[src/rtl/adder_arb_pkg.sv]
`default_nettype none
// ============================================================================
//  Module      : adder_arb_pkg
//  Description : Shared types and helpers for the adder arbiter slice.
//                - state_e : result-register occupancy (EMPTY / FULL)
//                - id_w(n) : width of a requester index, never less than 1
//  Revision    : 1.0  initial release
// ============================================================================
package adder_arb_pkg;

    typedef enum logic [0:0] {
        ST_EMPTY = 1'b0,
        ST_FULL  = 1'b1
    } state_e;

    function automatic int id_w(input int n);
        return (n <= 2) ? 1 : $clog2(n);
    endfunction

endpackage
`default_nettype wire

[src/rtl/rr_arbiter.sv]
`default_nettype none
// ============================================================================
//  Module      : rr_arbiter
//  Description : Combinational round-robin picker. Searches req upward from
//                ptr, wrapping N-1 -> 0, and grants the first set bit.
//  Ports       : req     [N]    request vector
//                ptr     [IDW]  search start index (always < N)
//                en             grant allowed this cycle
//                gnt     [N]    one-hot grant (all zero when en=0)
//                gnt_idx [IDW]  index of the granted bit (0 when none)
//  Revision    : 1.0  initial release
// ============================================================================
module rr_arbiter
    import adder_arb_pkg::*;
#(
    parameter int N = 4
) (
    input  logic [N-1:0]           req,
    input  logic [id_w(N)-1:0]     ptr,
    input  logic                   en,
    output logic [N-1:0]           gnt,
    output logic [id_w(N)-1:0]     gnt_idx
);

    localparam int c_IDW = id_w(N);

    int               w_j;
    logic [c_IDW-1:0] w_jv;
    logic             w_found;

    always_comb begin
        gnt     = '0;
        gnt_idx = '0;
        w_found = 1'b0;
        w_j     = 0;
        w_jv    = '0;
        for (int i = 0; i < N; i++) begin
            // Candidate index (ptr + i) mod N; ptr < N so one subtract suffices.
            w_j = int'(ptr) + i;
            if (w_j >= N) begin
                w_j = w_j - N;
            end
            w_jv = c_IDW'(w_j);
            if (en && !w_found && req[w_jv]) begin
                gnt[w_jv] = 1'b1;
                gnt_idx   = w_jv;
                w_found   = 1'b1;
            end
        end
    end

endmodule
`default_nettype wire

[src/rtl/adder_arbiter.sv]
`default_nettype none
// ============================================================================
//  Module      : adder_arbiter
//  Description : Shares one WIDTH-bit adder between NREQ requesters. Round-
//                robin grant, valid/ready on both sides, single-entry
//                registered result tagged with the requester index.
//  Ports       : clk, rst                synchronous active-high reset
//                req_valid/req_ready     per-requester handshake (one-hot)
//                req_a/req_b             packed operands, i at [i*W +: W]
//                resp_valid/resp_ready   result handshake
//                resp_id/resp_sum/resp_carry  registered result
//                resp_ovf                signed overflow (ADDER_ARB_OVF_EN)
//  Config      : define ADDER_ARB_OVF_EN to add the resp_ovf port/logic.
//  Revision    : 1.0  initial release
// ============================================================================
module adder_arbiter
    import adder_arb_pkg::*;
#(
    parameter int WIDTH = 32,
    parameter int NREQ  = 4
) (
    input  logic                      clk,
    input  logic                      rst,
    input  logic [NREQ-1:0]           req_valid,
    output logic [NREQ-1:0]           req_ready,
    input  logic [NREQ*WIDTH-1:0]     req_a,
    input  logic [NREQ*WIDTH-1:0]     req_b,
    output logic                      resp_valid,
    input  logic                      resp_ready,
    output logic [id_w(NREQ)-1:0]     resp_id,
    output logic [WIDTH-1:0]          resp_sum,
    output logic                      resp_carry
`ifdef ADDER_ARB_OVF_EN
    ,
    output logic                      resp_ovf
`endif
);

    localparam int c_IDW = id_w(NREQ);

    state_e              state_q, state_d;
    logic [c_IDW-1:0]    ptr_q, ptr_d;
    logic [c_IDW-1:0]    id_q;
    logic [WIDTH-1:0]    sum_q;
    logic                carry_q;

    logic                w_can_accept;
    logic                w_accept;
    logic [NREQ-1:0]     w_gnt;
    logic [c_IDW-1:0]    w_gnt_idx;
    logic [WIDTH-1:0]    w_a_arr [NREQ];
    logic [WIDTH-1:0]    w_b_arr [NREQ];
    logic [WIDTH-1:0]    w_a_sel, w_b_sel;
    logic [WIDTH:0]      w_sum;

    // Register may be refilled in the same cycle it drains; reset blocks grants.
    assign w_can_accept = ((state_q == ST_EMPTY) || resp_ready) && !rst;

    rr_arbiter #(.N(NREQ)) u_rr (
        .req     (req_valid),
        .ptr     (ptr_q),
        .en      (w_can_accept),
        .gnt     (w_gnt),
        .gnt_idx (w_gnt_idx)
    );

    assign req_ready = w_gnt;
    assign w_accept  = |w_gnt;

    generate
        for (genvar g = 0; g < NREQ; g++) begin : g_unpack
            assign w_a_arr[g] = req_a[g*WIDTH +: WIDTH];
            assign w_b_arr[g] = req_b[g*WIDTH +: WIDTH];
        end
    endgenerate

    assign w_a_sel = w_a_arr[w_gnt_idx];
    assign w_b_sel = w_b_arr[w_gnt_idx];
    assign w_sum   = {1'b0, w_a_sel} + {1'b0, w_b_sel};

    // ---------------- FSM and round-robin pointer ----------------
    always_ff @(posedge clk) begin
        if (rst) begin
            state_q <= ST_EMPTY;
            ptr_q   <= '0;
        end else begin
            state_q <= state_d;
            ptr_q   <= ptr_d;
        end
    end

    always_comb begin
        state_d = state_q;
        ptr_d   = ptr_q;
        if (w_accept) begin
            state_d = ST_FULL;
            ptr_d   = (w_gnt_idx == c_IDW'(NREQ - 1)) ? '0 : w_gnt_idx + 1'b1;
        end else if ((state_q == ST_FULL) && resp_ready) begin
            state_d = ST_EMPTY;
        end
    end

    // ---------------- Result register ----------------
    // Loaded only on accept, so fields hold while stalled and after draining.
    always_ff @(posedge clk) begin
        if (rst) begin
            id_q    <= '0;
            sum_q   <= '0;
            carry_q <= 1'b0;
        end else if (w_accept) begin
            id_q    <= w_gnt_idx;
            sum_q   <= w_sum[WIDTH-1:0];
            carry_q <= w_sum[WIDTH];
        end
    end

`ifdef ADDER_ARB_OVF_EN
    logic ovf_q;
    logic w_ovf;

    // Same-sign operands producing a result of the other sign.
    assign w_ovf = (w_a_sel[WIDTH-1] == w_b_sel[WIDTH-1]) &&
                   (w_sum[WIDTH-1] != w_a_sel[WIDTH-1]);

    always_ff @(posedge clk) begin
        if (rst) begin
            ovf_q <= 1'b0;
        end else if (w_accept) begin
            ovf_q <= w_ovf;
        end
    end

    assign resp_ovf = ovf_q;
`endif

    assign resp_valid = (state_q == ST_FULL);
    assign resp_id    = id_q;
    assign resp_sum   = sum_q;
    assign resp_carry = carry_q;

endmodule
`default_nettype wire

[config.mk]
export PLATFORM = sky130hd
export DESIGN_NAME = adder_arbiter
export DESIGN_NICKNAME = d
export VERILOG_FILES = /design/src/rtl/adder_arb_pkg.sv /design/src/rtl/rr_arbiter.sv /design/src/rtl/adder_arbiter.sv
export SDC_FILE = /design/constraint.sdc
export NUM_CORES = 1
export LEC_CHECK = 0
export CAP_MARGIN = 25
export CORE_MARGIN = 1.5
export CORE_UTILIZATION = 37
export CTS_CLUSTER_DIAMETER = 150
export DETAILED_ROUTE_END_ITERATION = 6
export PLACE_DENSITY = 0.79
export RECOVER_POWER = 100
export SLEW_MARGIN = 40
export SYNTH_ARGS = -nofsm -noshare
export SYNTH_HDL_FRONTEND = slang
export SYNTH_HIERARCHICAL = 1
export SYNTH_SLANG_ARGS = --single-unit
[constraint.sdc]
create_clock -name clk -period 15.07 [get_ports clk]
set_input_delay 3.014 -clock clk [delete_from_list [all_inputs] [get_ports clk]]
set_output_delay 3.014 -clock clk [all_outputs]
set_load 0.05 [all_outputs]
==> results of run 1 <==
synthesized netlist by cell type, types with 6 or more instances:
master / n
nor2_1: 27
nor3_1: 11
nand4_1: 10
a31oi_1: 6
nand2_1: 80
o211ai_1: 9
ha_1: 41
xnor2_1: 9
dfxtp_1: 38
clkbuf_1: 21
nand3_1: 12
mux4_2: 68
a21o_1: 7
o21ai_0: 36
buf_2: 12
a21oi_1: 58
xor2_1: 10
inv_1: 18
registers in the layout, summed over array words and instances (netlist names):
signal,flops
resp_carry,1
resp_id,2
resp_valid,1
resp_sum,32
ptr_q,2
worst min-delay path: cells and delay by family, from the launching register on:
kind	cells	cell delay, ps
flip-flops	1	300
AND/OR/NAND/NOR	1	50
AO/OA/AOI/OAI	1	50
metal layers:
layer	track usage (%)	vias to the layer above
met5	0	-
met4	5.74	0
met3	2.70	14
met2	43.9	226
met1	28.1	2737
li1	-	2804
cell type report:
type	count	area [µm²]	share of cell area [%]
Sequential cell	38	761	8.94
Timing Repair Buffer	308	3060	35.9
Tap cell	180	225	2.65
Clock buffer	7	133	1.56
Multi-Input combinational cell	480	4270	50.1
Inverter	19	71.3	0.838
layout by cell type (no fill, tap or decap), types with 6 or more instances in the layout:
cell type,n
mux4_2,68
nor3_1,12
nand4_1,10
clkdlybuf4s50_1,261
inv_1,18
xnor2_1,9
a21o_1,7
nor2_1,26
nand2_1,80
a31oi_1,6
nand3_1,12
ha_1,41
xor2_1,10
dfxtp_1,38
o211ai_1,9
o21ai_0,39
a21oi_1,57
dlygate4sd3_1,41
through the flow:
step	setup WS, ps	std cells
after detailed placement	6000	1025
final	4630	1032
after CTS	5990	1032
after global placement	6070	1025
after global routing	4030	1032
after floorplan	7060	576
how the worst max path moves through the flow:
| stage | start | end | slack (ps) | cells past startpoint |
|---|---|---|---|---|
| finish | rst | resp_sum[27] | 4630 | 18 |
| floorplan | rst | req_ready[3] | 7060 | 7 |
| detailed placement | rst | req_ready[2] | 6000 | 9 |
| CTS | rst | req_ready[1] | 5990 | 9 |
| global placement | rst | req_ready[3] | 6070 | 9 |
| global route | rst | resp_sum[27] | 4030 | 18 |
logic make-up (layout without fill, tap and decap cells):
group           Yosys count  count (layout)  share of synthesized area (%)
compound gates          161             161                           19.5
xor+xnor                 19              19                           3.14
fa+ha+maj                42              42                           10.0
mux                      77              77                           30.7
flops                    38              38                           14.3
simple gates            181             181                           17.4
buf+inv                  58             334                           4.81
power by group through the flow:
stage | Clock [µW] | Sequential, µW | Combinational, µW
final | 97.0 | 153 | 1350
after CTS | 99.3 | 155 | 1370
after global routing | 104 | 158 | 1480
after global placement | 0 | 156 | 1350
after detailed placement | 0 | 157 | 1360
after floorplan | 0 | 233 | 950
==> flow_metrics.tcl, run 1 <==
set metrics [dict create \
    comb_power_share_pct 84.3 \
    whs_endpoint "resp_sum[8]" \
    required_ps 15290 \
    clkSlewWorstSetupHoldPaths_ps 50 \
    drt-pass1-iter-count 5 \
    start_util_pct 38.1 \
    gr-total-overflow 0 \
    relSlewSlack_pct -7.75 \
    cts_tree "built" \
    track_usage_pct 23.3 \
    stdcell_area_um2 8510 \
    hpwlAfterDp_mm 15.1 \
    p_sw_share_pct 52.7 \
    fp.coreArea_um2 13900 \
    setup_violations 0 \
    boundaryPins 303 \
    route.met2.wl_mm 9.74 \
    path_buf_inv 5 \
    skew_ps 3.29 \
    critPathLaunchType "input pin" \
    endpoint_kind "flip-flop" \
    timing.rr.end "resp_sum[27]" \
    first_iter_violations 313 \
    yosysTopAreaCellShare_pct 28.9 \
    vias 5781 \
    die_x_um 123 \
    power.switching_uw 840 \
    routabilityCongestion 0.898 \
    grt_pass1_vias 5836 \
    path_delay_family "buffers and inverters" \
    wl_mm 18.0 \
    cpPeakStageDelay_ps 1180 \
    wl_per_cell_um 17.5 \
    power_uw 1600 \
    fin_tns_setup_ps 0 \
    core.rowCount 43 \
    drtAntennaViolNets 0 \
    avgSynthCellArea_um2 9.21 \
    violations "capacitance limit, slew limit" \
    dpl-instance-area_um2 8450 \
    max_cap_violations 1 \
    drv_slew 30 \
    drc 0 \
    cts_htree_levels 2 \
    irDropWorstVdd_mv 0.0756 \
    die_area_um2 15100 \
    intPower_uw 756 \
    final_core_util_pct 61.1 \
    ys_ff_latch 38 \
    yosys-top-cells-area "mux4_2 29%, dfxtp_1 14%, ha_1 9.7%" \
    hp-class "reg -> reg" \
    synthCells 576 \
    critPathMaxFanout 29 \
    grt_pass1_wl_mm 28.0 \
    vias_per_cell 5.60 \
    period_needed_ps 10440 \
    hold_slack_ps 445 \
    synth_nets 881 \
    drive_above_1_share_pct 11.4 \
    synth_top_area_cell "mux4_2" \
    rsz0062_at_grt "false" \
    hold_viol 0 \
    fin_crit_sh_pct 69.3 \
    slowest_stage "clkbuf_1" \
    synthesis.area_um2 5310 \
    hold_depth 2 \
    hold_buffers 0 \
    synth_ff_type "dfxtp_1" \
    clkPwrFrac_pct 6.1 \
    diodes 0 \
    r2r_slack_ps 7270 \
    grt_max_degree 41 \
    min_from "resp_sum[8]" \
    synth_enable_flop_cells 0 \
    r2r_cells 16 \
    p_leak_uw 0.00316 \
    yosys.cell_types.count 72 \
    async_flop_share_pct 0 \
    ys_seq_area_share_pct 14.3 \
    r2r-start "ptr_q[1]" \
    syn_to_final_growth_pct 60.4 \
    powerDensity_nw_per_um2 188 \
    status "finished with violations" \
    insertion_delay_ps 280 \
    pwr-share-seq_pct 9.6 \
    crit_chain "dlygate4sd3_1 > clkbuf_1 > inv_1 > and2_0 > inv_1 > nor4_1 > o21ai_0 > o22ai_4 > clkbuf_1 > mux4_2 > ha_1 > a21oi_1 > nor3b_1 > o21ai_0 > a2111oi_0 > nor3_1 > or4_1 > nand3_1" \
    postCtsSetupBuffers 0 \
    highest_layer "met4" \
    numCtsBuffers 5 \
    yosys_warnings 6 \
    num-fill-cells 1221 \
    crit_type "in -> reg" \
    cts_resized 0 \
    cts_buffer_depth 2 \
    io_buffers 302 \
    arrival_ps 10660 \
    drt-met1-wl_mm 6.96 \
    cts-root-buf "clkbuf_16" \
    cts.sinks 38 \
    die_h_um 123 \
    tightest_slew_ps 1620 \
    final_nets 1157 \
    wl_met3_mm 1.09 \
    antenna_found_initial 0 \
    fmax_mhz 95.8 \
]
(Power assumes the default switching activity.)
==> inputs of run 2 (changes only) <==
Settings changed: CORE_UTILIZATION 37 to 36, PLACE_DENSITY 0.79 to 0.8.
Clock period 15.07 ns to 8.6 ns, I/O delays scaled along.
==> flow_metrics.tcl, run 2 (synthesis gave the netlist of run 1 again) <==
set metrics [dict create \
    fin_crit_sh_pct 86.3 \
    layout_common_cells "262 x clkdlybuf4s50_1, 80 x nand2_1, 68 x mux4_2, 57 x a21oi_1, 41 x ha_1" \
    gr-total-overflow 0 \
    max_cap_violations 0 \
    arrival_ps 7590 \
    setup_ws_ps 1180 \
    track_usage_pct 23.4 \
    clkSlewWorstSetupHoldPaths_ps 60 \
    cts_buffer_depth 2 \
    endpoint_kind "flip-flop" \
    fin_tns_setup_ps 0 \
    fmax_mhz 135 \
    largest_reg_flops 32 \
    p_leak_uw 0.00320 \
    tightest_slew_ps 1350 \
    cts_resized 0 \
    diodes 0 \
    final_nets 1157 \
    dp_slack_ps 1500 \
    boundaryPins 303 \
    powerDensity_nw_per_um2 336 \
    fp.coreArea_um2 14500 \
    cts.sinks 38 \
    setup_violations 0 \
    grt_pass1_wl_mm 29.8 \
    path_delay_family "compound AO/OA/AOI/OAI gates" \
    crit_chain "clkdlybuf4s50_1 > buf_4 > inv_1 > and2_0 > inv_1 > nor4_1 > o21ai_0 > o22ai_4 > buf_12 > mux4_2 > ha_1 > a21oi_1 > o21ai_0 > a21boi_2 > a2111oi_4 > nor3_1 > nor4_1 > a211o_2" \
    cts_tree "built" \
    critPathLaunch "rst" \
    cts-root-buf "clkbuf_16" \
    drt-pass1-iter-count 4 \
    critPathMaxFanout 38 \
    core.rowCount 44 \
    period_needed_ps 7420 \
    drv_slew 0 \
    first_iter_violations 415 \
    hpwlAfterDp_mm 15.3 \
    path_buf_inv 5 \
    die_area_um2 15500 \
    skew_ps 4.11 \
    start_util_pct 36.6 \
    grt_max_degree 40 \
    vias 5893 \
    vias_per_cell 5.68 \
    drtAntennaViolNets 0 \
    postCtsSetupBuffers 0 \
    grt_pass1_vias 6044 \
    numCtsBuffers 5 \
    status "completed" \
    wl_per_cell_um 17.7 \
    io_buffers 302 \
    antenna_found_initial 0 \
    slowest_stage "nor4_1" \
    die_h_um 124 \
    hp-class "reg -> reg" \
    wl_mm 18.4 \
    crit_type "in -> reg" \
    routabilityCongestion 0.893 \
    mostFrequentLayoutCell "clkdlybuf4s50_1" \
    drc 0 \
    relSlewSlack_pct 9.82 \
    hold_buffers 0 \
    hold_viol 0 \
    die_x_um 124 \
    r2r-start "ptr_q[0]" \
    insertion_delay_ps 280 \
    irDropWorstVdd_mv 0.158 \
    min_from "resp_sum[8]" \
    cpPeakStageDelay_ps 660 \
    drive_above_1_share_pct 12.4 \
    syn_to_final_growth_pct 62.5 \
    critPathLaunchType "input pin" \
    rsz0062_at_grt "false" \
    final_core_util_pct 59.5 \
    required_ps 8770 \
    cts_htree_levels 2 \
]
[run 2: stage by stage]
| step | instances | power, µW | area [µm²] | hold slack, ps |
|---|---|---|---|---|
| 2_1_floorplan | 576 | 2070 | 5310 | 492 |
| 3_3_place_gp | 1029 | 2680 | 8480 | 438 |
| 3_5_place_dp | 1029 | 2710 | 8480 | 445 |
| 4_1_cts | 1037 | 2930 | 8650 | 453 |
| 5_1_grt | 1037 | 3150 | 8620 | 462 |
| 6_report | 1037 | 2900 | 8620 | 446 |
[run 2: worst paths after layout]
check | endpoint | slack (ps) | cells after the start
worst max-delay path | resp_sum[23] | 1180 | 18
worst min-delay path | resp_sum[8] | 450 | 2
worst max register to register | resp_sum[23] | 1930 | 16
worst min register to register | resp_sum[8] | 450 | 2
[run 2: cell type report]
type                    count  area, µm²
clock buffers               8        166
fillers                  1280       5860
inverters                  19       71.3
multi-input cells         480       4300
flip-flops and latches     38        761
well taps                 184        230
repair buffers            308       3090
[run 2: power breakdown]
group / leakage, µW / internal, µW / switching, µW
Combinational: 0.00280 / 1000 / 1420
Sequential: 0.000312 / 231 / 36.4
Clock: 0.0000832 / 131 / 74.9
[run 2: tightest hold or removal path, stage by stage (launching register included)]
cell and delay (ps):
dfxtp_1 300, nand2_1 50, a21oi_1 50
[run 2: routing by layer]
layer	vias up	global-route usage, %	routed length (µm)
met2	232	44.0	9770
met5	-	0	0
met1	2829	27.8	7230
met3	23	2.71	985
li1	2809	-	-
met4	0	6.42	362
==> inputs of run 3 (changes only) <==
Settings changed: CORE_UTILIZATION 36 to 37, DONT_BUFFER_PORTS set to 1, MAX_ROUTING_LAYER set to met4, PLACE_DENSITY 0.8 to 0.54, SETUP_SLACK_MARGIN set to 0.15.
==> flow_metrics.tcl, run 3 (synthesis gave the netlist of run 1 again) <==
set metrics [dict create \
    status "completed" \
    grt_pass1_vias 4668 \
    core.rowCount 43 \
    vias_per_cell 6.28 \
    skew_ps 3.21 \
    antenna_found_initial 0 \
    wl_per_cell_um 22.3 \
    numCtsBuffers 5 \
    final_core_util_pct 40.1 \
    grt_pass1_wl_mm 24.7 \
    path_delay_family "simple AND/OR/NAND/NOR gates" \
    rsz0062_at_grt "false" \
    drc 0 \
    drive_above_1_share_pct 18.4 \
    hold_viol 0 \
    cts_tree "built" \
    layout_common_cells "80 x nand2_1, 68 x mux4_2, 58 x a21oi_1, 41 x ha_1, 38 x o21ai_0" \
    fin_tns_setup_ps 0 \
    io_buffers 0 \
    critPathLaunchType "input pin" \
    cpPeakStageDelay_ps 870 \
    arrival_ps 7400 \
    endpoint_kind "flip-flop" \
    die_x_um 123 \
    routabilityCongestion 0.859 \
    drtAntennaViolNets 0 \
    fin_crit_sh_pct 83.5 \
    required_ps 8820 \
    gr-total-overflow 0 \
    p_leak_uw 0.00193 \
    cts_htree_levels 2 \
    wl_mm 16.3 \
    vias 4613 \
    hp-class "reg -> reg" \
    period_needed_ps 7180 \
    slowest_stage "a2111oi_0" \
    insertion_delay_ps 280 \
    drv_slew 0 \
    power_uw 2750 \
    track_usage_pct 21.6 \
    die_area_um2 15100 \
    fp.coreArea_um2 13900 \
    relSlewSlack_pct 12.1 \
    path_buf_inv 4 \
    cts-root-buf "clkbuf_16" \
    hold_buffers 0 \
    grt_max_degree 35 \
    powerDensity_nw_per_um2 492 \
    die_h_um 123 \
    syn_to_final_growth_pct 5.24 \
    largest_reg_flops 32 \
    max_cap_violations 0 \
    crit_chain "inv_1 > and2_0 > inv_1 > nor4_1 > o21ai_0 > o22ai_4 > buf_8 > buf_4 > mux4_2 > ha_1 > nand4_1 > a2111oi_0 > nor3_1 > or4_1 > nand3_1" \
    cts_buffer_depth 2 \
    clkSlewWorstSetupHoldPaths_ps 60 \
    cpMostUsedCell "inv_1" \
    start_util_pct 38.1 \
    drt-pass1-iter-count 5 \
    irDropWorstVdd_mv 0.137 \
    diodes 0 \
    fmax_mhz 139 \
    tightest_slew_ps 1320 \
    cts.sinks 38 \
    boundaryPins 303 \
    cts_resized 0 \
    critPathMaxFanout 34 \
    crit_type "in -> reg" \
    mostFrequentLayoutCell "nand2_1" \
    postCtsSetupBuffers 0 \
    hpwlAfterDp_mm 13.5 \
    first_iter_violations 216 \
    final_nets 858 \
    setup_violations 0 \
]
[run 3: cell types whose count changed in the layout (fill, tap and decap cells not counted), moves of 2 or more]
cell / change
clkbuf_8: -2
clkbuf_1: +3
clkdlybuf4s50_1: -262
buf_12: -2
bufinv_16: +2
dlygate4sd3_1: -40
[run 3: report_power, final]
part           internal, µW  total (µW)  switching (µW)  leakage, µW
combinational           831        2060            1230      0.00152
sequential              231         436             205     0.000313
clock                   174         249            74.8    0.0000971
[run 3: final cells by class]
cell class,instances,area [µm²]
fillers,1395,8350
multi-input cells,480,4270
flip-flops and latches,38,762
well taps,180,225
clock buffers,6,139
inverters,19,71.3
clock inverters,2,60.1
repair buffers,9,60.1
[run 3: tightest hold or removal path, stage by stage (launching register included)]
cell	delay, ps
dfxtp_1	470
nand2_1	120
a21oi_1	60
[run 3: final timing paths]
kind                                   from           end  slack, ps  cells past startpoint
worst max-delay path                    rst  resp_sum[27]       1420                     15
worst min-delay path            resp_sum[3]   resp_sum[3]        700                      2
worst max register to register     ptr_q[1]  resp_sum[27]       1510                     15
worst min register to register  resp_sum[3]   resp_sum[3]        700                      2
[run 3: stage by stage]
step	setup WS, ps	cells	instance area [µm²]	hold WS [ps]
after floorplan	2480	576	5310	492
after global placement	1850	725	5440	676
after detailed placement	1830	726	5450	686
after CTS	2090	734	5650	694
after global routing	1040	734	5580	727
final	1420	734	5580	695
[run 3: per-layer routing]
| layer | vias up | track usage, % | routed length [µm] |
|---|---|---|---|
| met3 | 8 | 2.97 | 963 |
| met4 | 0 | 3.71 | 123 |
| met5 | - | - | 0 |
| met1 | 2239 | 26.9 | 6690 |
| met2 | 167 | 37.7 | 8570 |
| li1 | 2199 | - | - |
